==> config.mk <==
export PLATFORM = sky130hd
export DESIGN_NAME = operand_extend_stage
export DESIGN_NICKNAME = d
export VERILOG_FILES = /design/src/rtl/operand_extend_stage.sv
export SDC_FILE = /design/constraint.sdc
export NUM_CORES = 1
export LEC_CHECK = 0
export CAP_MARGIN = 20
export CORE_MARGIN = 5
export CORE_UTILIZATION = 40
export CTS_CLUSTER_SIZE = 12
export DETAILED_ROUTE_END_ITERATION = 12
export PLACE_DENSITY = 0.75
export REMOVE_ABC_BUFFERS = 1
export SLEW_MARGIN = 5
export SYNTH_ARGS = -nofsm -noshare
export SYNTH_HDL_FRONTEND = slang
export SYNTH_SLANG_ARGS = --single-unit
export TNS_END_PERCENT = 30
==> constraint.sdc <==
create_clock -name clk -period 9.7 [get_ports clk]
set_input_delay 2.425 -clock clk [delete_from_list [all_inputs] [get_ports clk]]
set_output_delay 2.425 -clock clk [all_outputs]
set_load 0.03 [all_outputs]
==> src/rtl/operand_extend_stage.sv <==
// Operand half of the ID/EX pipeline register: ARMv8 immediate extension,
// operand-B forwarding and selection, held in a stallable/flushable register.
module operand_extend_stage #(
   parameter int WIDTH = 64,
   parameter int CNT_W = 16
) (
   input  logic             clk,
   input  logic             reset,
   input  logic             in_valid,
   input  logic             stall,
   input  logic             flush,
   input  logic [WIDTH-1:0] d2,
   input  logic [25:0]      instr_imm,
   input  logic [2:0]       imm_sel,
   input  logic             alu_src,
   input  logic [1:0]       fwd_sel,
   input  logic [WIDTH-1:0] fwd_exmem,
   input  logic [WIDTH-1:0] fwd_memwb,
   output logic             out_valid,
   output logic [WIDTH-1:0] alu_b,
   output logic [WIDTH-1:0] mem_data,
   output logic [WIDTH-1:0] imm_out,
   output logic [CNT_W-1:0] bubble_count
);

   localparam logic [2:0] SEL_IMM12 = 3'd0;
   localparam logic [2:0] SEL_IMM9  = 3'd1;
   localparam logic [2:0] SEL_CB19  = 3'd2;
   localparam logic [2:0] SEL_B26   = 3'd3;
   localparam logic [2:0] SEL_MOVZ  = 3'd4;
   localparam logic [CNT_W-1:0] CNT_MAX = '1;

   logic [WIDTH-1:0] imm12_ext, imm9_ext, cb19_ext, b26_ext;
   logic [WIDTH-1:0] movz_base, movz_ext;
   logic [5:0]       movz_shamt;
   logic [WIDTH-1:0] imm_d, fwd_d, alu_b_d;
   logic             bubble_inc;
   logic [CNT_W-1:0] bubble_sat_d;

   logic             out_valid_q;
   logic [WIDTH-1:0] alu_b_q, mem_data_q, imm_out_q;
   logic [CNT_W-1:0] bubble_count_q;

   assign imm12_ext = {{(WIDTH-12){1'b0}}, instr_imm[21:10]};
   assign imm9_ext  = {{(WIDTH-9){instr_imm[20]}}, instr_imm[20:12]};
   assign cb19_ext  = {{(WIDTH-21){instr_imm[23]}}, instr_imm[23:5], 2'b00};
   assign b26_ext   = {{(WIDTH-28){instr_imm[25]}}, instr_imm[25:0], 2'b00};

   // Shifts of WIDTH or more yield zero, so hw>=2 at WIDTH=32 drops the constant.
   assign movz_base  = {{(WIDTH-16){1'b0}}, instr_imm[20:5]};
   assign movz_shamt = {instr_imm[22:21], 4'b0000};
   assign movz_ext   = movz_base << movz_shamt;

   always_comb begin
      imm_d = '0;
      case (imm_sel)
         SEL_IMM12: imm_d = imm12_ext;
         SEL_IMM9:  imm_d = imm9_ext;
         SEL_CB19:  imm_d = cb19_ext;
         SEL_B26:   imm_d = b26_ext;
         SEL_MOVZ:  imm_d = movz_ext;
         default:   imm_d = '0;
      endcase
   end

   always_comb begin
      fwd_d = d2;
      case (fwd_sel)
         2'b01:   fwd_d = fwd_exmem;
         2'b10:   fwd_d = fwd_memwb;
         default: fwd_d = d2;
      endcase
   end

   assign alu_b_d = alu_src ? imm_d : fwd_d;

   // A bubble is either a flush or an unstalled load of an invalid slot.
   assign bubble_inc   = flush | (~stall & ~in_valid);
   assign bubble_sat_d = (bubble_inc && bubble_count_q != CNT_MAX) ?
                         bubble_count_q + CNT_W'(1) : bubble_count_q;

   always_ff @(posedge clk or posedge reset) begin
      if (reset) begin
         out_valid_q    <= 1'b0;
         alu_b_q        <= '0;
         mem_data_q     <= '0;
         imm_out_q      <= '0;
         bubble_count_q <= '0;
      end else if (flush) begin
         out_valid_q    <= 1'b0;
         alu_b_q        <= '0;
         mem_data_q     <= '0;
         imm_out_q      <= '0;
         bubble_count_q <= bubble_sat_d;
      end else if (!stall) begin
         out_valid_q    <= in_valid;
         alu_b_q        <= alu_b_d;
         mem_data_q     <= fwd_d;
         imm_out_q      <= imm_d;
         bubble_count_q <= bubble_sat_d;
      end
   end

   assign out_valid    = out_valid_q;
   assign alu_b        = alu_b_q;
   assign mem_data     = mem_data_q;
   assign imm_out      = imm_out_q;
   assign bubble_count = bubble_count_q;

endmodule

* Yosys cells after proc, flatten, opt, wreduce, memory -nomap -nowiden *
Index checks and enable logic that the tools add are counted.

operators by class
  add/subtract/negate cells = 1
  equal/unequal tests = 8
  shift-type cells = 1
  mux-type cells = 14
  bitwise logic cells = 4
  reductions and logical operators = 2

operator list
  operator               count
  $mux 64                7
  $pmux 64 s5            1
  $pmux 64 s2            1
  $shl 16x6->64          1
  $mux 16                3
  $add 16x1->16 const B  1
  $ne 16x16->1 const B   1
  $eq 3x2->1 const B     2
  $eq 3x1->1 const B     1
  $eq 3x3->1 const B     1
  $logic_not 3->1        1
  $eq 2x1->1 const B     1
  $eq 2x2->1 const B     1
  $mux 1                 2
  $ne 2x1->1 const B     1
  $not 1->1              2
  $and 1x1->1            1
  $logic_and 1x1->1      1
  $or 1x1->1             1

storage, ports and cells
  register bits after elaboration = 209
  bits of input ports = 229
  output and inout port bits = 209
  logic and storage cells = 35

* Longest topological paths before layout *
Gate-level depths: netlist of run 1.

  depth in word-level cells = 7
  gate-level depth with buffers = 9
  mapped depth without buffers = 6

* Worst setup path after synthesis of run 1 *
OpenSTA, ideal clock, no wires.

  path kind = in2reg
  from = input port fwd_sel[0]
  to = register mem_data_q[1], in the netlist mem_data[1]
  setup time = 0.074 ns
  arrival = 3.797 ns
  required time = 9.626 ns
  slack = 5.829 ns
  stages = 9
  path through = inv_1 ha_1 clkbuf_1 inv_2 clkbuf_1 clkbuf_1 o21ai_0 o21ai_0 nor2b_1

between the ends
  cells in the longest elaborated chain, start to end = 4
  elaborated cells on any way between the ends = 5
  those cells by class = eq/ne (2); mux (3)

ends and longest elaborated chain
  what                                             RTL line  text
  from (decl)                                      16        input logic [1:0] fwd_sel,
  $eq 2x2->1 / $eq 2x1->1 (equally long branches)  68        case (fwd_sel)
  $pmux 64 s2 *                                    68
  $mux 64 *                                        95        end else if (!stall) begin
  $mux 64 *                                        89        end else if (flush) begin
  to (signal assigned)                             98        mem_data_q <= fwd_d;
  to (decl)                                        41        logic [WIDTH-1:0] alu_b_q, mem_data_q, imm_out_q;

Every way passes the cells marked *; elsewhere a longest branch is shown, timed or not. The select of a mux whose other input is x is not followed.
A chain may end at the register's enable or synchronous reset.

* Worst setup path after layout of run 1 *
  from = input port fwd_sel[0]
  to = register mem_data_q[43], in the netlist mem_data[43]

Same word-level chain as after synthesis.

==> results of run 1 <==
[metal layers]
| metal | up-vias | track usage [%] |
|---|---|---|
| met4 | 4 | 6.45 |
| met3 | 66 | 7.85 |
| met1 | 5340 | 33.5 |
| met2 | 464 | 46.2 |
| li1 | 4904 | - |
| met5 | - | 0 |
[worst max-delay path: stages]
cell and delay [ns]:
clkdlybuf4s50_1 0.49, inv_1 0.08, ha_4 0.84, inv_2 0.60, o21ai_0 0.58, o21ai_0 0.14, nor2b_1 0.16
[cells in the mapped netlist, drive strengths merged, types with 2 or more instances]
cell	number	area (um2)
o211ai	2	15.0
buf	36	174
nor3	49	257
o221ai	48	420
ha	3	37.5
nand4	7	43.8
nor2b	65	407
a211oi	81	658
dfrtp	209	5230
nor2	84	323
nand2	82	308
inv	7	26.3
a221o	48	480
a221oi	17	149
nand3b	31	233
mux2i	13	130
clkbuf	88	330
o2111ai	2	17.5
mux4	8	180
a21oi	76	422
a22oi	8	60.1
nand3	5	25.0
or2	2	12.5
xnor2	9	78.8
and3	4	25.0
o21ai	107	539
a32o	4	40.0
o21a	2	15.0
nand4b	2	17.5
nand2b	2	12.5
and2	2	15.0
mux2	3	37.5
[through the flow]
step / instances / utilization [%] / cell area [um2] / hold WS (ns) / total power (W)
finish: 1830 / 59.8 / 16100 / 0.485 / 0.00260
global route: 1830 / 59.8 / 16100 / 0.503 / 0.00271
CTS: 1827 / 59.7 / 16000 / 0.491 / 0.00262
detailed placement: 1790 / 57.0 / 15300 / 0.474 / 0.00175
global placement: 1789 / 56.9 / 15300 / 0.460 / 0.00174
floorplan: 997 / - / 10400 / 0.659 / 0.00137
[cells by family (layout without fill, tap and decap cells)]
kind of cell	count (synthesis)	after routing
AOI/OAI and AO/OA	400	400
and+or+nand+nor	343	343
DFF	209	209
buffers and inverters	132	499
muxes	24	24
xor gates and xnor gates	10	10
adders and majority gates	3	3
other	0	1
[flip-flops by register name, summed over array words and instances (netlist names)]
| register | flops |
|---|---|
| imm_out | 64 |
| out_valid | 1 |
| bubble_count | 16 |
| mem_data | 64 |
| alu_b | 64 |
[layout make-up]
class	instances	area, um2
Fill cell	2325	10800
Sequential cell	209	5230
Multi-Input combinational cell	780	5120
Timing Repair Buffer	454	4530
Clock buffer	36	717
Tap cell	341	427
Inverter	8	40.0
Clock inverter	1	8.76
Antenna cell	1	2.50
[how the worst max path moves through the flow]
stage / start / end / slack, ns / cells after the start
3_5_place_dp: fwd_sel[0] / mem_data[43] / 4.16 / 7
4_1_cts: fwd_sel[0] / mem_data[43] / 4.73 / 7
5_1_grt: fwd_sel[0] / mem_data[43] / 4.57 / 7
6_report: fwd_sel[0] / mem_data[43] / 4.73 / 7
3_3_place_gp: fwd_sel[0] / mem_data[43] / 4.33 / 7
2_1_floorplan: reset / alu_b[0] / 1.57 / 1
[where the power goes]
group	switching, W	internal, W
registers	0.0000619	0.000944
logic	0.000414	0.000319
clock network	0.000355	0.000503
total	0.000831	0.00177
==> results_dict.tcl, run 1 <==
set metrics [dict create \
    status "completed" \
    gp_congestion 0.814 \
    fmax_mhz 201 \
    ys_ff_latch 209 \
    routed-wl-met3_um 3810 \
    numCtsBuffers 24 \
    postSynth.asyncResetShare_pct 100 \
    synth-edff-count 0 \
    finalHoldViolations 0 \
    grt-ovfl-total 0 \
    cellLeakagePower_nw 6.32 \
    power_density_nw_per_um2 162 \
    worst-r2r-cell-count 5 \
    syn_inst 1121 \
    drtIter0Drc 716 \
    cts_sinks 209 \
    syn_area_um2 10900 \
    end_kind "flip-flop" \
    holdCritStartpoint "out_valid" \
    r2r_start "bubble_count[0]" \
    first_global_vias 10960 \
    crit_type "input pin to flip-flop" \
    critical_path.max_fanout 81 \
    hpwl_um 29800 \
    synth_top_family_by_area "compound AO/OA/AOI/OAI gates" \
    skew_ns 0.00167 \
    maxSlewViolCount 0 \
    post-place-ws_ns 4.16 \
    post-route-period-util_pct 51.2 \
    clk_path_buf_depth 3 \
    hold_class "flip-flop to flip-flop" \
    core_region_area_um2 26900 \
    cts_setup_buffers 0 \
    fp.dieArea_um2 30500 \
    mostFrequentLayoutCells "434 x clkdlybuf4s50_1, 209 x dfrtp_1, 106 x o21ai_0" \
    layout_commonest_cell "clkdlybuf4s50_1" \
    wire_per_inst_um 23.6 \
    tns_ns 0 \
    synthAdderAreaFrac_pct 0.346 \
    wl_met1_um 17100 \
    grt_use_total_pct 26.9 \
    ys_seq_area_share_pct 48.2 \
    cts_tree "built" \
    startpoint_type "input pin" \
    die_h_um 175 \
    worstMarginPinSlew_ns 1.08 \
    path_clk_slew_ns 0.06 \
    vias 10778 \
    yosys_warnings 0 \
    yosysUniqueCellTypes 58 \
    fp-row-count 60 \
    fin_crit_ns 4.97 \
    die_x_um 175 \
    reg2reg_to "bubble_count[1]" \
    clock_latency_ns 0.51 \
    cap_violations 0 \
    ant_nets 0 \
    synth_mux_area_share_pct 3.20 \
    grt_pass1_wl_um 65700 \
    drive_above_1_share_pct 6.65 \
    viasPerCell 5.89 \
    yosys.area_share.simple_pct 16.2 \
    ctsResizeCount 0 \
    rrSetupSlack_ns 7.58 \
    whs_path_depth 1 \
    area_growth_pct 48.1 \
    layout_setup_ws_ns 4.73 \
    rsz0062_at_grt "false" \
    wirelength_um 43100 \
    crit_arrival_ns 5.34 \
    ys.flop_type "dfrtp_1" \
    routed.top_layer "met5" \
    cts_hold_buf 0 \
    htreeDepth 1 \
    io_buffer_count 437 \
    synth_xor_area_share_pct 0.807 \
    dr.pass1.iters 5 \
    synth_compound_area_share_pct 26.4 \
    critical_path_required_ns 10.08 \
    cts_root_buf "clkbuf_16" \
    start_util_pct 40.4 \
    antenna_found_initial 3 \
    grt_max_degree 128 \
    irDropWorstVdd_mv 0.120 \
    synth.avg_cell_area_um2 9.69 \
    relSlewSlack_pct 27.7 \
    hold_end "out_valid" \
    drc 0 \
    nNetsFinal 1709 \
    wl_met2_um 21200 \
    setup_viol 0 \
    io_pins 438 \
]
Power figures use the tool's default switching activity.
==> run 2: changes to the inputs <==
Clock period 9.7 ns to 4.7 ns, I/O delays scaled along.
==> run 2 against run 1 <==
Cell count grew 0.44%. Combinational power is 110% higher. Largest power group unchanged. Via count fell by 0.64%. Sequential power rose by 100%. Routed wire length fell by 0.29%. First-iteration DRC count rose by 22%. Critical path depth decreased by 2. Clock skew increased by 0.0012 ns. Sequential share of layout area shrank 0.24 points. Clock power up 130%.
==> results_dict.tcl, run 2 (synthesis results as in run 1) <==
set metrics [dict create \
    status "completed" \
    core_region_area_um2 26900 \
    finalHoldViolations 0 \
    vias 10709 \
    htreeDepth 1 \
    viasPerCell 5.83 \
    cts_sinks 209 \
    antenna_found_initial 2 \
    nFillCells 2282 \
    grt_pass1_wl_um 65400 \
    holdCritStartpoint "alu_b[38]" \
    cts_root_buf "clkbuf_16" \
    critical_path_required_ns 5.10 \
    grt-ovfl-total 0 \
    cp_cell_sequence "clkdlybuf4s50_1 -> or3b_1 -> nor3_4 -> a22oi_1 -> a211oi_1" \
    wire_per_inst_um 23.4 \
    power_density_nw_per_um2 343 \
    power.total_w 0.00555 \
    relSlewSlack_pct 22.7 \
    clock_latency_ns 0.51 \
    path_clk_slew_ns 0.06 \
    skew_ns 0.00292 \
    cts_tree "built" \
    cap_violations 0 \
    fp-row-count 60 \
    finish.utilization_pct 60.3 \
    end_kind "flip-flop" \
    io_buffer_count 437 \
    insertedDiodeCount 0 \
    die_h_um 175 \
    startpoint "imm_sel[2]" \
    ctsResizeCount 0 \
    io_pins 438 \
    clk_path_buf_depth 3 \
    irDropWorstVdd_mv 0.285 \
    hpwl_um 30800 \
    fp.dieArea_um2 30500 \
    mostFrequentLayoutCells "434 x clkdlybuf4s50_1, 209 x dfrtp_1, 106 x o21ai_0" \
    cellLeakagePower_nw 6.38 \
    placedCellCount 1794 \
    crit_arrival_ns 3.71 \
    critical_path.max_fanout 16 \
    cp_slowest_stage_delay_ns 0.80 \
    setup_viol 0 \
    gp_congestion 0.821 \
    fin_crit_ns 3.31 \
    first_global_vias 10693 \
    maxSlewViolCount 0 \
    layout_commonest_cell "clkdlybuf4s50_1" \
    cts_setup_buffers 0 \
    crit_slowest_cell "clkdlybuf4s50_1" \
    wirelength_um 43000 \
    start_util_pct 40.4 \
    rsz0062_at_grt "false" \
    cts_hold_buf 0 \
    drc 0 \
    crit_type "input pin to flip-flop" \
    hold_class "flip-flop to flip-flop" \
    dr.pass1.iters 5 \
    area_growth_pct 49.2 \
    drive_above_1_share_pct 7.28 \
    stdcell_count 1838 \
    die_x_um 175 \
    grt_max_degree 123 \
    numCtsBuffers 24 \
    worstMarginPinSlew_ns 1.16 \
    r2r_start "bubble_count[0]" \
    layout_setup_ws_ns 1.39 \
    post-route-period-util_pct 70.4 \
    startpoint_type "input pin" \
    post-place-ws_ns 0.861 \
    hold_slack_ns 0.488 \
    ant_nets 0 \
    fmax_mhz 302 \
    nNetsFinal 1711 \
    grt_use_total_pct 26.8 \
    drtIter0Drc 874 \
]
## run 2: changes by cell type in the layout (fill, tap and decap cells not counted)
cell / change
clkbuf_8: +3
clkinv_2: +3
buf_4: +2
bufinv_16: +2
buf_6: +1
buf_8: -1
clkbuf_1: -1
clkinv_4: -1
clkinvlp_4: +1
diode_2: -1
## run 2: layout make-up
type	instances	area (um2)	share of cell area, %
Inverter	8	40.0	0.247
Clock inverter	6	82.6	0.510
Tap cell	341	427	2.63
Sequential cell	209	5230	32.3
Timing Repair Buffer	456	4540	28.0
Clock buffer	38	754	4.66
Multi-Input combinational cell	780	5120	31.6
## run 2: critical path: cells and delay by family
family,cells,cell delay (ns)
AO/OA/AOI/OAI,2,0.63
AND/OR/NAND/NOR,2,1.09
buffers and inverters,1,0.80
## run 2: stage by stage
step	TNS [ns]	area, um2
after floorplan	-456.49	10400
after global placement	0	15300
after detailed placement	0	15400
after CTS	0	16200
after global routing	0	16200
final	0	16200
## run 2: where the power goes
group          internal [W]  switching (W)
Sequential          0.00195       0.000124
Combinational      0.000660       0.000858
Clock               0.00121       0.000757
Total               0.00381        0.00174
## run 2: per-layer routing
layer  global-route usage (%)  vias to the layer above  share of wire, %
li1                         -                     4913                 -
met1                     33.0                     5258                39
met2                     46.9                      461                49
met3                     7.55                       73               8.9
met4                     6.55                        4               2.6
met5                        0                        -             0.065
## run 2: worst paths after layout
check                                  endpoint  slack (ns)  depth (start not counted)
worst max register to register  bubble_count[1]        2.59                          5
min in group asynchronous          mem_data[41]        1.23                          2
max in group asynchronous       bubble_count[8]        2.56                          3
worst min register to register        alu_b[38]        0.49                          2
worst max-delay path                 imm_out[2]        1.39                          5
worst min-delay path                  alu_b[38]        0.49                          2
==> run 3: changes to the inputs <==
Clock period 4.7 ns to 3.25 ns, I/O delays scaled along.
==> run 3 against run 2 <==
Critical path depth grew 2. Clock skew grew 0.0024 ns. Via count grew 1.5%. Count of clock-buffer cells in the layout shrank 2. Register-to-register slack lost 1.5 ns. Combinational power grew 47%.
==> results_dict.tcl, run 3 (synthesis results as in run 1) <==
set metrics [dict create \
    drtIter0Drc 863 \
    irDropWorstVdd_mv 0.461 \
    core_region_area_um2 26900 \
    relSlewSlack_pct 27.8 \
    cts_root_buf "clkbuf_16" \
    antenna_found_initial 3 \
    htreeDepth 1 \
    multiInputGateArea_um2 5120 \
    hpwl_um 31700 \
    maxSlewViolCount 0 \
    hold_class "flip-flop to flip-flop" \
    post-place-ws_ns 0.138 \
    grt-ovfl-total 0 \
    die_x_um 175 \
    nNetsFinal 1740 \
    fin_crit_ns 2.63 \
    crit_arrival_ns 3.07 \
    cts_sinks 209 \
    cts_tree "built" \
    path_clk_slew_ns 0.06 \
    clk_path_buf_depth 3 \
    viasPerCell 5.82 \
    wire_per_inst_um 23.6 \
    rsz0062_at_grt "false" \
    skew_ns 0.00535 \
    crit_top_cell "o21ai_0" \
    worstMarginPinSlew_ns 1.08 \
    cellLeakagePower_nw 6.53 \
    startpoint_type "input pin" \
    first_global_vias 10957 \
    end_kind "flip-flop" \
    io_pins 438 \
    power_density_nw_per_um2 483 \
    placedInstanceArea_um2 15700 \
    finalHoldViolations 0 \
    postLayoutCellArea_um2 16500 \
    hold_slack_ns 0.481 \
    cp_cell_sequence "clkdlybuf4s50_1 -> inv_1 -> ha_4 -> inv_2 -> o21ai_0 -> o21ai_0 -> nor2b_1" \
    drive_above_1_share_pct 8.98 \
    seqCellArea_um2 5230 \
    layout_setup_ws_ns 0.616 \
    cts_hold_buf 0 \
    area_growth_pct 51.5 \
    wirelength_um 44000 \
    crit_type "input pin to flip-flop" \
    setup_viol 0 \
    critical_path_required_ns 3.68 \
    die_h_um 175 \
    gp_congestion 0.841 \
    dr.pass1.iters 5 \
    cap_violations 0 \
    layout_commonest_cell "clkdlybuf4s50_1" \
    post-route-period-util_pct 81.0 \
    grt_max_degree 91 \
    cp_slowest_stage_delay_ns 0.65 \
    grt_use_total_pct 27.5 \
    status "completed" \
    cts_setup_buffers 0 \
    numCtsBuffers 24 \
    grt_pass1_wl_um 66900 \
    vias 10868 \
    io_buffer_count 437 \
    clock_latency_ns 0.51 \
    ctsResizeCount 0 \
    drc 0 \
    fp.dieArea_um2 30500 \
    fp-row-count 60 \
    mostFrequentLayoutCells "434 x clkdlybuf4s50_1, 209 x dfrtp_1, 106 x o21ai_0" \
    start_util_pct 40.4 \
    power.total_w 0.00796 \
    fmax_mhz 380 \
    critical_path.max_fanout 48 \
    ant_nets 0 \
    crit_slowest_cell "inv_2" \
    nFillCells 2287 \
]
==> run 3: layer usage <==
metal	wire (um)	up-vias	global-route usage [%]
met2	21300	455	46.3
met1	17900	5374	35.8
li1	-	4972	-
met4	956	4	5.83
met3	3820	63	7.70
met5	21	-	0
==> run 3: power by group <==
part	total [W]	leakage [nW]	switching, W	internal (W)
clock	0.00272	0.395	0.00110	0.00162
combinational	0.00223	3.35	0.00125	0.000982
sequential	0.00300	2.78	0.000180	0.00282
total	0.00796	6.53	0.00254	0.00542
==> run 3: final timing paths <==
kind                                 start         endpoint  slack, ns  cells past startpoint
max                             fwd_sel[0]     mem_data[38]       0.62                      7
min                              out_valid        out_valid       0.48                      1
max reg2reg                bubble_count[0]  bubble_count[1]       1.13                      5
min reg2reg                      out_valid        out_valid       0.48                      1
max in group asynchronous            reset      imm_out[17]       1.69                      3
min in group asynchronous            reset      imm_out[47]       0.77                      2
==> run 3: area by class of cell <==
cell class | instances | share of cell area (%)
multi-input combinational | 780 | 31.1
clock buffer | 36 | 4.42
inverter | 8 | 0.243
timing repair buffer | 485 | 29.4
clock inverter | 7 | 0.388
tap | 341 | 2.59
sequential | 209 | 31.8
antenna | 1 | 0.0152
==> run 3: critical path: cells and delay by family <==
| family | cells | cell delay (ns) |
|---|---|---|
| adder cells (fa/ha/maj) | 1 | 0.32 |
| buffers and inverters | 3 | 1.22 |
| AO/OA/AOI/OAI | 2 | 0.50 |
| AND/OR/NAND/NOR | 1 | 0.17 |
==> run 3: through the flow <==
stage | TNS (ns) | util [%] | instances
finish | 0 | 61.2 | 1867
global route | 0 | 61.2 | 1867
CTS | 0 | 61.2 | 1866
detailed placement | 0 | 58.3 | 1823
global placement | 0 | 58.3 | 1823
floorplan | -695.20 | - | 997
==> variant 1 (config.mk and constraints of run 3) <==
The parameter `WIDTH` goes from 64 to 68.
--- a/src/rtl/operand_extend_stage.sv
+++ b/src/rtl/operand_extend_stage.sv
@@ -1,7 +1,7 @@
 // Operand half of the ID/EX pipeline register: ARMv8 immediate extension,
 // operand-B forwarding and selection, held in a stallable/flushable register.
 module operand_extend_stage #(
-   parameter int WIDTH = 64,
+   parameter int WIDTH = 68,
    parameter int CNT_W = 16
 ) (
    input  logic             clk,
Ports: changed (6 resized); port bits go from 438 to 462. No check against the original RTL was run, so the function may have changed too.
==> variant 1 against run 3 <==
  * Cell count is 7.3% higher
  * Worst setup slack better by 12 ps
  * Critical path type unchanged
  * Count of clock-buffer cells in the layout is 1 lower
  * Routed wire length is 5.8% higher
  * Largest power group unchanged
  * Sequential cell count is 9 higher
  * First-iteration DRC count is 16% lower
  * Power is 1.2% lower
  * Core utilization is 0.30 points higher
  * Final area is 4.4% higher
  * Area after synthesis is 4.9% higher
  * Largest cell class unchanged
  * Maximum frequency is 0.45% higher
==> variant 1: results (changes against run 3) <==
[place]
io_buffers = 461  ; +5.5%
dp_cells = 1963  ; +7.7%
post-dp-hpwl_um = 34600  ; +9.3%
globalplace.congestion = 0.861  ; +2.4%
dpl_worst_slack_ps = 135  ; -3.11 ps
place_area_um2 = 16500  ; +5.0%

[power]
leakagePower_uw = 0.00711  ; +9.0%
cellPowerDensity_nw_per_um2 = 457  ; -5.4%
p_sw_share_pct = 31.9  ; +0.036 points
combPwrFrac_pct = 28.7  ; +0.6 points
power_frac_seq_pct = 39.4  ; +1.7 points
total_power_uw = 7860  ; -1.2%
vdd_drop_max_uv = 309  ; -33%

[logic_synthesis]
yosysUniqueCellTypes = 65  ; +12%
netlist_instances = 1192  ; +6.3%
synth_common_cells = dfrtp_1, nor2_1, nand2_1, o21ai_0, a22oi_1
seq_area_frac_synth_pct = 47.9  ; -0.26 points
ys_seq_elements = 218  ; +4.3%
synth_area_leaders = dfrtp_1, mux2i_1, a22oi_1

[routing]
dr_wl_met2_um = 22700  ; +6.4%
wl_met3_um = 4110  ; +7.5%
viasPerCell = 5.61  ; -3.6%
first_iter_violations = 724  ; -16%
wl_per_cell_um = 23.2  ; -1.4%
vias = 11200  ; +3.5%
met1Wirelength_um = 18400  ; +3.0%

[run_status]
run_status = finished, final reports clean

[die]
die-area_um2 = 31900  ; +4.6%

[cells_and_area]
inverters = 12  ; +4
nonClkBufAreaFrac_pct = 30.0  ; +0.58 points
nFillCells = 2376  ; +3.9%
multi_input_cells = 839  ; +7.6%
layout.non_clock_buffers = 517  ; +6.6%
multi_input_area_share_pct = 31.0  ; -0.071 points
clkbuf_count = 35  ; -2.8%
n_antenna_cell = 5  ; +4
sh_seq_area_pct = 31.7  ; -0.041 points
drive_gt1_share_pct = 9.01  ; +0.023 points
clkCellAreaFrac_pct = 4.03  ; -0.77 points

[global_route]
grtUsageMet2_pct = 47.1  ; +0.82 points
use_met3_pct = 6.71  ; -1.0 points
antenna_found_initial = 5  ; +2
grt_max_degree = 98  ; +7.7%
grt_first_pass_wirelength_um = 69000  ; +3.3%
grtUsageTotal_pct = 28.0  ; +0.42 points

[worst_setup_path]
crit_path_max_fanout = 11  ; -77%
slowest_delay_ps = 710  ; +60 ps
crit_slowest_cell = clkdlybuf4s50_1
arrival_ps = 3050  ; -20 ps
crit_family = buffers and inverters

[clock_tree]
cts_buffers = 25  ; +4.2%

[timing]
finalClockSkew_ps = 2.98  ; -2.36 ps

==> variant 1: cell types whose count changed after synthesis, moves of 39 or more <==
cell      change
a221o_1      -41
a22oi_1      +77
mux2i_1      +53
nand2_1      +39
nor2_1       +46
nor2b_1      -55
o221ai_1     -46
==> variant 1: kinds of logic after synthesis <==
| family | synth area share, % |
|---|---|
| compound gates | 25.2 |
| xor+xnor | 0.846 |
| fa+ha+maj | 0.330 |
| buf+inv | 5.58 |
| flops | 47.9 |
| mux | 6.33 |
| simple gates | 13.8 |
==> variant 1: final timing paths <==
| path | start | end | slack (ps) | cells after the start |
|---|---|---|---|---|
| max | imm_sel[2] | imm_out[2] | 630 | 6 |
| min | mem_data[27] | mem_data[27] | 480 | 1 |
| max reg2reg | bubble_count[0] | bubble_count[1] | 1300 | 4 |
| min reg2reg | mem_data[27] | mem_data[27] | 480 | 1 |
| max in group asynchronous | reset | mem_data[14] | 1730 | 3 |
| min in group asynchronous | reset | bubble_count[7] | 750 | 2 |
==> variant 2 (flow settings as in run 3) <==
Made on the original files. Put one more register stage on the output `bubble_count`. The value now appears one clock later. The other outputs are not delayed to match.
--- a/src/rtl/operand_extend_stage.sv
+++ b/src/rtl/operand_extend_stage.sv
@@ -105,7 +105,9 @@
    assign alu_b        = alu_b_q;
    assign mem_data     = mem_data_q;
    assign imm_out      = imm_out_q;
-   assign bubble_count = bubble_count_q;
+   always_ff @(posedge clk) begin
+      bubble_count <= bubble_count_q;
+   end
 
 endmodule
 
Function: changed (a bounded check fails within 4 cycles, from zero or initial values and one cycle with reset high).
==> variant 2 against run 3 <==
  * Power grew 4.5%
  * Final area grew 1.5%
  * Cell count grew 2.8%
  * Sequential cell count grew 16
  * Worst setup slack gained 97 ps
  * Area after synthesis grew 2.1%
  * Routed wire length shrank 0.77%
  * Via count grew 0.91%
  * Register-to-register slack lost 100 ps
  * Largest power group unchanged
==> variant 2: results (changes against run 3) <==
[clock_tree]
cts_resized = 0  ; unchanged
clockRootBuffer = clkbuf_16
cts_setup_buffers = 0  ; unchanged
clock_latency_ps = 510  ; about the same
htree_levels = 1  ; unchanged
cts_buffers = 25  ; +4.2%

[hold_path]
hold_path_class = flop to flop

[timing]
drv_slew = 0  ; unchanged
finalClockSkew_ps = 1.60  ; -3.74 ps
tightestPinTransition_ps = 886  ; -196 ps

[global_route]
grtUsageTotal_pct = 26.7  ; -0.82 points
grt_first_pass_wirelength_um = 66000  ; -1.3%
antenna_found_initial = 0  ; -3
grt_max_degree = 173  ; +90%

[routing]
firstDrtPassIters = 7  ; +2
postRouteAntennaNets = 0  ; unchanged
first_iter_violations = 841  ; -2.5%
vias = 11000  ; +0.91%
finalWirelength_um = 43700  ; -0.77%

[logic_synthesis]
yosysUniqueCellTypes = 52  ; -10%
synthArstFlopShare_pct = 92.9  ; -7.1 points
synth_area_leaders = dfrtp_1, o21ai_0, a221o_1
seq_area_frac_synth_pct = 50.1  ; +1.9 points
synth_common_cells = dfrtp_1, o21ai_0, nand2_1, clkbuf_1, nor2_1
yosys_warnings = 0  ; unchanged

[power]
leakagePower_uw = 0.00671  ; +2.8%
vdd_drop_max_uv = 469  ; +1.6%

[cells_and_area]
fin_nets = 1758  ; +1.0%
drive_gt1_share_pct = 6.55  ; -2.4 points
n_antenna_cell = 0  ; -1

[place]
place_area_um2 = 15900  ; +1.8%
globalplace.congestion = 0.860  ; +2.3%
post-dp-hpwl_um = 31700  ; +0.12%
dpl_worst_slack_ps = 258  ; +120 ps
io_buffers = 437  ; unchanged

[worst_setup_path]
arrival_ps = 2890  ; -180 ps
crit_path_max_fanout = 33  ; -31%
slowest_delay_ps = 520  ; -130 ps
crit_slowest_cell = a2111oi_0

[run_status]
run_status = finished, final reports clean

## variant 2: cell types whose count changed after synthesis, moves of 14 or more
cell | before | now
dfxtp_1 | 0 | 16
nor3_1 | 48 | 10
mux2i_1 | 13 | 29
nand2_1 | 82 | 103
a221o_1 | 48 | 62
o21ai_0 | 106 | 135
## variant 2: cell type report
cell class | count | area (um^2)
Multi-Input combinational cell | 786 | 5050
Clock inverter | 2 | 10.0
Inverter | 8 | 40.0
Clock buffer | 40 | 762
Timing Repair Buffer | 480 | 4830
Tap cell | 378 | 473
Fill cell | 2342 | 10800
Sequential cell | 225 | 5550
## variant 2: where the power goes
part,internal [uW],switching (uW)
Sequential,3100,203
Clock,1590,1130
Combinational,996,1300
Total,5680,2630
## variant 2: worst paths after layout
kind / startpoint / end / slack, ps / cells past startpoint
min: bubble_count_q[13] / bubble_count[13] / 430 / 0
max in group asynchronous: reset / imm_out[13] / 1790 / 3
max: fwd_sel[0] / alu_b[1] / 710 / 7
max reg2reg: bubble_count_q[0] / bubble_count_q[1] / 1030 / 5
min in group asynchronous: reset / mem_data[38] / 760 / 2
min reg2reg: bubble_count_q[13] / bubble_count[13] / 430 / 0
## variant 2: cell families after synthesis
| group | Yosys count | share of synthesized area, % |
|---|---|---|
| compound gates | 405 | 25.3 |
| simple gates | 331 | 15.4 |
| flops | 225 | 50.1 |
| buf+inv | 133 | 4.72 |
| mux | 35 | 3.23 |
| xor+xnor | 12 | 0.948 |
| fa+ha+maj | 3 | 0.339 |
## variant 2: worst max-delay path, delay by kind of cell
kind / cells / cell delay (ps)
buf+inv: 3 / 940
compound gates: 3 / 780
fa+ha+maj: 1 / 360
## variant 2: metal layers
metal	GRT usage, %	share of wire [%]	routed length, um	up-vias
met3	6.79	8.9	3900	78
met4	6.77	2.8	1210	0
met2	46.4	49	21500	484
met1	33.4	39	17000	5407
met5	0	0	0	-
li1	-	-	-	4998
## variant 2: metrics by stage
stage | cells | hold WS [ps]
4_1_cts | 1919 | 424
2_1_floorplan | 1019 | 377
3_5_place_dp | 1877 | 410
6_report | 1919 | 425
3_3_place_gp | 1877 | 398
5_1_grt | 1919 | 439
